--- src/rtl/approx_adder_error_profiler.sv ---
// Sweeps every operand pair through an external combinational approximate adder and
// accumulates error count, sum |e|, sum e^2 and the first worst-case vector.
module approx_adder_error_profiler #(
  parameter int WIDTH = 8,
  parameter int CNT_W = 2*WIDTH+1,
  parameter int ABS_W = 3*WIDTH+1,
  parameter int SQ_W  = 4*WIDTH+2
) (
  input  logic             clk,
  input  logic             rst,
  input  logic             start,
  input  logic             abort,
  output logic [WIDTH-1:0] op_a,
  output logic [WIDTH-1:0] op_b,
  input  logic [WIDTH:0]   approx_sum,
  output logic             busy,
  output logic             done,
  output logic [CNT_W-1:0] err_count,
  output logic [ABS_W-1:0] sum_abs_err,
  output logic [SQ_W-1:0]  sum_sq_err,
  output logic [WIDTH:0]   max_abs_err,
  output logic [WIDTH-1:0] worst_a,
  output logic [WIDTH-1:0] worst_b,
  output logic [1:0]       dbg_state
);

  localparam int IDX_W = 2*WIDTH;
  localparam int SQ1_W = 2*WIDTH+2;

  typedef enum logic [1:0] {S_IDLE, S_RUN, S_DRAIN, S_DONE} state_t;

  state_t           state, state_nxt;
  logic [IDX_W-1:0] idx;
  logic             drain_cnt;
  logic             idx_last;
  logic             run_start;
  logic             clr;

  // S0 (combinational around the external adder)
  logic [WIDTH:0]         exact0;
  logic signed [WIDTH+1:0] diff0;
  logic [WIDTH+1:0]       neg0;
  logic [WIDTH:0]         abs0;
  logic [SQ1_W-1:0]       sq0;

  // S1 registers
  logic                   v1;
  logic [WIDTH+1:0]       diff1;
  logic [WIDTH:0]         abs1;
  logic [SQ1_W-1:0]       sq1;
  logic [WIDTH-1:0]       a1, b1;

  assign idx_last  = (idx == '1);
  assign run_start = start && !abort && (state == S_IDLE || state == S_DONE);
  assign clr       = abort || run_start;

  always_comb begin
    state_nxt = state;
    case (state)
      S_IDLE:  if (start) state_nxt = S_RUN;
      S_RUN:   if (idx_last) state_nxt = S_DRAIN;
      S_DRAIN: if (drain_cnt) state_nxt = S_DONE;
      S_DONE:  if (start) state_nxt = S_RUN;
      default: state_nxt = S_IDLE;
    endcase
    if (abort) state_nxt = S_IDLE;
  end

  always_ff @(posedge clk) begin
    if (rst) begin
      state     <= S_IDLE;
      drain_cnt <= 1'b0;
    end else begin
      state     <= state_nxt;
      drain_cnt <= (state == S_DRAIN) && !abort;
    end
  end

  // idx only advances in RUN and stops on the last vector, so it is already 0 in IDLE
  // and keeps the final operands through DRAIN and DONE.
  always_ff @(posedge clk) begin
    if (rst || clr) begin
      idx <= '0;
    end else if (state == S_RUN && !idx_last) begin
      idx <= idx + 1'b1;
    end
  end

  assign op_a      = idx[WIDTH-1:0];
  assign op_b      = idx[IDX_W-1:WIDTH];
  assign busy      = (state == S_RUN) || (state == S_DRAIN);
  assign done      = (state == S_DONE);
  assign dbg_state = state;

  always_comb begin
    exact0 = {1'b0, op_a} + {1'b0, op_b};
    diff0  = $signed({1'b0, approx_sum}) - $signed({1'b0, exact0});
    neg0   = -diff0;
    abs0   = diff0[WIDTH+1] ? neg0[WIDTH:0] : diff0[WIDTH:0];
    sq0    = SQ1_W'(abs0) * SQ1_W'(abs0);
  end

  always_ff @(posedge clk) begin
    if (rst || clr) begin
      v1    <= 1'b0;
      diff1 <= '0;
      abs1  <= '0;
      sq1   <= '0;
      a1    <= '0;
      b1    <= '0;
    end else begin
      v1    <= (state == S_RUN);
      diff1 <= diff0;
      abs1  <= abs0;
      sq1   <= sq0;
      a1    <= op_a;
      b1    <= op_b;
    end
  end

  // Strict greater-than keeps the first vector that reaches the maximum.
  always_ff @(posedge clk) begin
    if (rst || clr) begin
      err_count   <= '0;
      sum_abs_err <= '0;
      sum_sq_err  <= '0;
      max_abs_err <= '0;
      worst_a     <= '0;
      worst_b     <= '0;
    end else if (v1) begin
      err_count   <= err_count + CNT_W'(diff1 != '0);
      sum_abs_err <= sum_abs_err + ABS_W'(abs1);
      sum_sq_err  <= sum_sq_err + SQ_W'(sq1);
      if (abs1 > max_abs_err) begin
        max_abs_err <= abs1;
        worst_a     <= a1;
        worst_b     <= b1;
      end
    end
  end

endmodule

--- config.mk ---
export PLATFORM = sky130hd
export DESIGN_NAME = approx_adder_error_profiler
export DESIGN_NICKNAME = d
export VERILOG_FILES = /design/src/rtl/approx_adder_error_profiler.sv
export SDC_FILE = /design/constraint.sdc
export NUM_CORES = 1
export LEC_CHECK = 0
export BUFFER_PORTS_ARGS = -buffer_cell sky130_fd_sc_hd__buf_2
export CAP_MARGIN = 20
export CORE_UTILIZATION = 53
export DETAILED_ROUTE_END_ITERATION = 10
export MAX_ROUTING_LAYER = met4
export PLACE_DENSITY = 0.85
export SKIP_CTS_REPAIR_TIMING = 1
export SLEW_MARGIN = 5
export SYNTH_ARGS = -nofsm -noshare
export SYNTH_HDL_FRONTEND = slang
export SYNTH_SLANG_ARGS = --single-unit
--- constraint.sdc ---
create_clock -name clk -period 8.2 [get_ports clk]
set_input_delay 0.82 -clock clk [delete_from_list [all_inputs] [get_ports clk]]
set_output_delay 0.82 -clock clk [all_outputs]
set_load 0.1 [all_outputs]
-- Yosys cells after proc, flatten, opt, wreduce, memory -nomap -nowiden
Index checks and enable logic that the tools add are counted.
- register bits: 174
- bits of input ports: 13
- output and inout bits: 121
- logic and storage cells: 52
- add/subtract/negate cells: 7
- $mul: 1
- order comparisons: 1
- equal/unequal tests: 7
- muxes and demuxes: 5
- reduce and logical (&&, ||, !) cells: 16
- operators by type and width (cell ; count):
    $add A34 B18 Y34 ; 1
    $add A25 B9 Y25 ; 1
    $mul A9 B9 Y18 ; 1
    $add A17 B1 Y17 ; 1
    $add A16 B1 Y16 const B ; 1
    $eq A16 B16 Y1 const B ; 1
    $reduce_bool A10 Y1 ; 1
    $sub A9 B9 Y10 ; 1
    $add A8 B8 Y9 ; 1
    $gt A9 B9 Y1 ; 1
    $mux W9 ; 1
    $neg A9 Y9 ; 1
    $mux W2 ; 3
    $pmux W2 S3 ; 1
    $eq A2 B2 Y1 const B ; 2
    $logic_and A1 B1 Y1 ; 4
    $logic_or A1 B1 Y1 ; 4
    $ne A2 B2 Y1 const B ; 2
    $reduce_or A2 Y1 ; 2
    $reduce_and A3 Y1 ; 1
    $eq A2 B1 Y1 const B ; 1
    $logic_not A1 Y1 ; 2
    $logic_not A2 Y1 ; 1
    $ne A2 B1 Y1 const B ; 1
    $reduce_and A2 Y1 ; 1

-- Depth between registers and ports, before layout
- depth in word-level cells: 5
- depth in mapped cells: 32
- gate-level depth less buffers: 31

-- Least setup slack after synthesis
OpenSTA, ideal clock, no wires.
- path type: reg-to-reg
- from: register idx[8]
- to: register sq1[17]
- library setup time: 0.070 ns
- arrival time: 8.329 ns
- required time: 8.130 ns
- setup slack: -0.199 ns
- cell stages (with the launch flop): 28
- buffers on the path: 1
- clock period less this slack: 8.399 ns
- cell sequence: dfxtp_1 fa_1 ha_1 or2_2 fa_1 a211o_1 a21o_1 a221oi_4 o211ai_1 o31a_1 xnor2_1 buf_4 or2_2 fa_1 inv_1 fa_1 fa_1 inv_1 fa_1 inv_1 ha_1 and2_1 o21ai_0 o21ai_0 o41ai_1 o21ai_0 or3_1 a21oi_1
- word-level cells in the longest chain between the ends: 5
- RTL lines (what ; line ; RTL):
    start: declaration ; 33 ; logic [IDX_W-1:0] idx;
    start signal: assignment ; 85 ; idx <= idx + 1'b1;
    $add A8 B8 Y9 * ; 96 ; exact0 = {1'b0, op_a} + {1'b0, op_b};
    $sub A9 B9 Y10 * ; 97 ; diff0 = $signed({1'b0, approx_sum}) - $signed({1'b0, exact0});
    $neg A9 Y9 ; 98 ; neg0 = -diff0;
    $mux W9 * ; 99 ; abs0 = diff0[WIDTH+1] ? neg0[WIDTH:0] : diff0[WIDTH:0];
    $mul A9 B9 Y18 * ; 100 ; sq0 = SQ1_W'(abs0) * SQ1_W'(abs0);
    end signal: assignment ; 115 ; sq1 <= sq0;
    end: declaration ; 50 ; logic [SQ1_W-1:0] sq1;
Mark *: on every way between the ends. The rest lies on a longest branch, timed or not.
A chain may end at the register's enable or synchronous reset.

-- Final worst setup path
- from: input approx_sum[0]
- to: register sq1[17]
- word-level cells in the longest chain between the ends: 4
- RTL lines (what ; line ; RTL):
    start: declaration ; 15 ; input logic [WIDTH:0] approx_sum,
    $sub A9 B9 Y10 * ; 97 ;
    $neg A9 Y9 ; 98 ;
    $mux W9 * ; 99 ;
    $mul A9 B9 Y18 * ; 100 ;
Marked as above.

==> flow_summary.yaml <==
floorplanning:
  rows: 51
  dieArea_mm2: 0.0206
  core_area_mm2: 0.0196
  chipHeight_um: 144
  ios: 134
  initial_core_util_pct: 54.3
  fp.dieW_um: 144
logic_synthesis:
  synth_area_leaders: "dfxtp_1, ha_1, fa_1"
  synth_edf_count: 0
  async_flop_share_pct: 0
  synth-compound-area-share_pct: 16.3
  synth_fa_ha_area_share_pct: 18.7
  yosys.cell_types.count: 71
  synthSimpleGateAreaFrac_pct: 18.5
  netlist_instances: 1251
  synth-xor-area-share_pct: 6.42
  yosysWarningCount: 0
  netlist.area_leader.share_pct: 32.2
  synth_top_cell_by_area: "dfxtp_1"
  synthMuxAreaShare_pct: 1.80
  synth_top_family_by_area: "adder cells"
  avgSynthCellArea_um2: 8.50
  synthFlopType: "dfxtp_1"
  ys_seq_area_share_pct: 32.2
  synth-seq-cells: 171
  syn-cell-area_mm2: 0.0106
  syn-num-nets: 1397
clocking:
  insertion_delay_ps: 430
  clk_path_buf_depth: 2
  numClockSinks: 171
  cts_buffers: 17
  cts_tree: "yes"
  cts_root_buffer: "clkbuf_16"
  path_clk_slew_ps: 70
  cts_max_level: 4
detailed_routing:
  ant_nets: 0
  dr_wl_met2_um: 12500
  drt-total-wl_um: 25500
  wl_per_cell_um: 15.2
  met1Wirelength_um: 10900
  vias_per_cell: 5.67
  vias: 9488
  highest_layer: "met4"
  wl_met3_um: 1560
  drc_errors: 0
  detail_route.iter0.violations: 584
  dr.pass1.iters: 6
final_layout:
  n_antenna_cell: 0
  drive_gt1_share_pct: 17.0
  area_growth_pct: 16.7
  nFillCells: 1564
  finalNetCount: 1542
  stdcell_count: 1674
timing:
  min_period_ps: 7880
  whs_ps: 456
  slew_headroom_pct: 40.3
  finalHoldViolCount: 0
  tightest_slew_ps: 896
  finalMaxSlewViolations: 0
  final.setup.worst_slack_ps: 318
  period_share_pct: 96.1
  worst_clock_skew_ps: 9.35
  max_clock_freq_mhz: 127
  setup_tns_ps: 0
  setup_viol: 0
worst_setup_path:
  cp_slowest_cell: "fa_2"
  critPathCapture: "sq1[17]"
  max_stage_delay_ps: 580
  critPathCaptureType: "flip-flop"
  r2r-end: "sq1[17]"
  crit_type: "in -> reg"
  cpLargestDelayFamily: "adder cells"
  critPathMaxFanout: 6
  crit_start: "approx_sum[0]"
  reg2regPathDepth: 32
  cpMostUsedCell: "inv_1"
  worst_ep_required_time_ps: 8550
  reg2reg_slack_ps: 370
  critPathBufInv: 8
  reg2reg_from: "idx[0]"
  cp.depth: 34
  crit_path_start_kind: "primary input"
  cp_data_arrival_time_ps: 8230
global_routing:
  grt_pass1_wl_um: 41500
  grt_max_degree: 82
  grt-ovfl-total: 0
  grt_pass1_vias: 8829
  grt_usage_pct: 25.8
  antenna_found_initial: 0
placement:
  io_buffer_count: 133
  place.gp.congestion: 0.974
  place_ws_ps: -186
  dp_hpwl_um: 18500
  placed_cells: 1641
min_path:
  hp-class: "reg -> reg"
pwr:
  power_leakage_nw: 5.38
  p_per_area_mw_per_mm2: 291
  vdd_drop_max_mv: 0.379
outcome:
  status: "completed"
job:
  drv_cap: 0
[synthesized netlist by cell type (all sizes together) (5+ instances only)]
cell type,number
or3,13
nand4,10
nand2,77
a211oi,24
inv,125
fa,43
nor2b,9
o21ai,74
clkbuf,31
and2,21
a21o,13
xnor2,50
nand2b,17
nor3,22
a21boi,5
buf,9
ha,90
a21oi,83
a31oi,6
nor4,7
dfxtp,171
mux2i,18
and3,15
xor2,27
nor2,149
or2,9
a31o,6
nand3,58
o21a,10
[final cells by class]
class | count | area (um^2) | share of cell area [%]
inverter | 127 | 479 | 3.86
clock buffer | 18 | 439 | 3.54
multi-input combinational | 913 | 6630 | 53.5
sequential | 171 | 3430 | 27.6
timing repair buffer | 166 | 913 | 7.37
tap | 265 | 332 | 2.67
clock inverter | 14 | 183 | 1.47
[report_power, final]
| group | internal [mW] | total [mW] | switching, mW | leakage, nW |
|---|---|---|---|---|
| logic | 0.850 | 1.90 | 1.05 | 3.69 |
| clock network | 0.495 | 0.848 | 0.353 | 0.306 |
| registers | 0.854 | 0.865 | 0.0105 | 1.38 |
| total | 2.20 | 3.61 | 1.41 | 5.38 |
[registers in the layout, summed over array words and instances (netlist names), 9 cells and up]
name	count
max_abs_err	9
sum_sq_err	34
diff1	10
sum_abs_err	25
idx	16
sq1	16
err_count	17
[worst min-delay path by stage]
stage / startpoint / end / cells after the start
finish: a1[2] / worst_a[2] / 2
global placement: b1[0] / worst_b[0] / 2
global route: a1[2] / worst_a[2] / 2
detailed placement: a1[2] / worst_a[2] / 2
CTS: a1[2] / worst_a[2] / 2
floorplan: a1[7] / worst_a[7] / 2
[worst reg2reg max path, delay by kind of cell (launching register included)]
kind / cells / cell delay, ps
flops: 1 / 380
fa+ha+maj: 7 / 3160
xor+xnor: 1 / 130
simple gates: 5 / 840
buf+inv: 6 / 560
compound gates: 13 / 2640
[metrics by stage]
stage | utilization (%) | cell area (um^2) | total power, mW
2_1_floorplan | - | 10600 | 2.21
6_report | 63.3 | 12400 | 3.61
3_5_place_dp | 59.9 | 11700 | 2.63
3_3_place_gp | 59.9 | 11700 | 2.56
5_1_grt | 63.3 | 12400 | 3.90
4_1_cts | 63.0 | 12400 | 3.49
[layer usage]
layer	vias to the layer above	GRT usage, %
met5	-	-
met3	60	4.43
met4	0	8.23
li1	4569	-
met1	4566	31.5
met2	293	43.3
[cell families (layout without fill, tap and decap cells)]
family,after synthesis,count (layout)
fa+ha+maj,133,133
flops,171,171
compound gates,268,268
mux,19,19
xor+xnor,77,77
buf+inv,167,325
simple gates,416,416
[layout by cell type, fill, tap and decap left out, types with 42 or more instances in the layout]
cell type / count
a21oi_1: 83
buf_2: 133
dfxtp_1: 169
fa_1: 42
ha_1: 90
inv_1: 123
nand2_1: 76
nand3_1: 58
nor2_1: 147
o21ai_0: 65
xnor2_1: 50
Note: power is estimated with default switching activity, not from simulation.
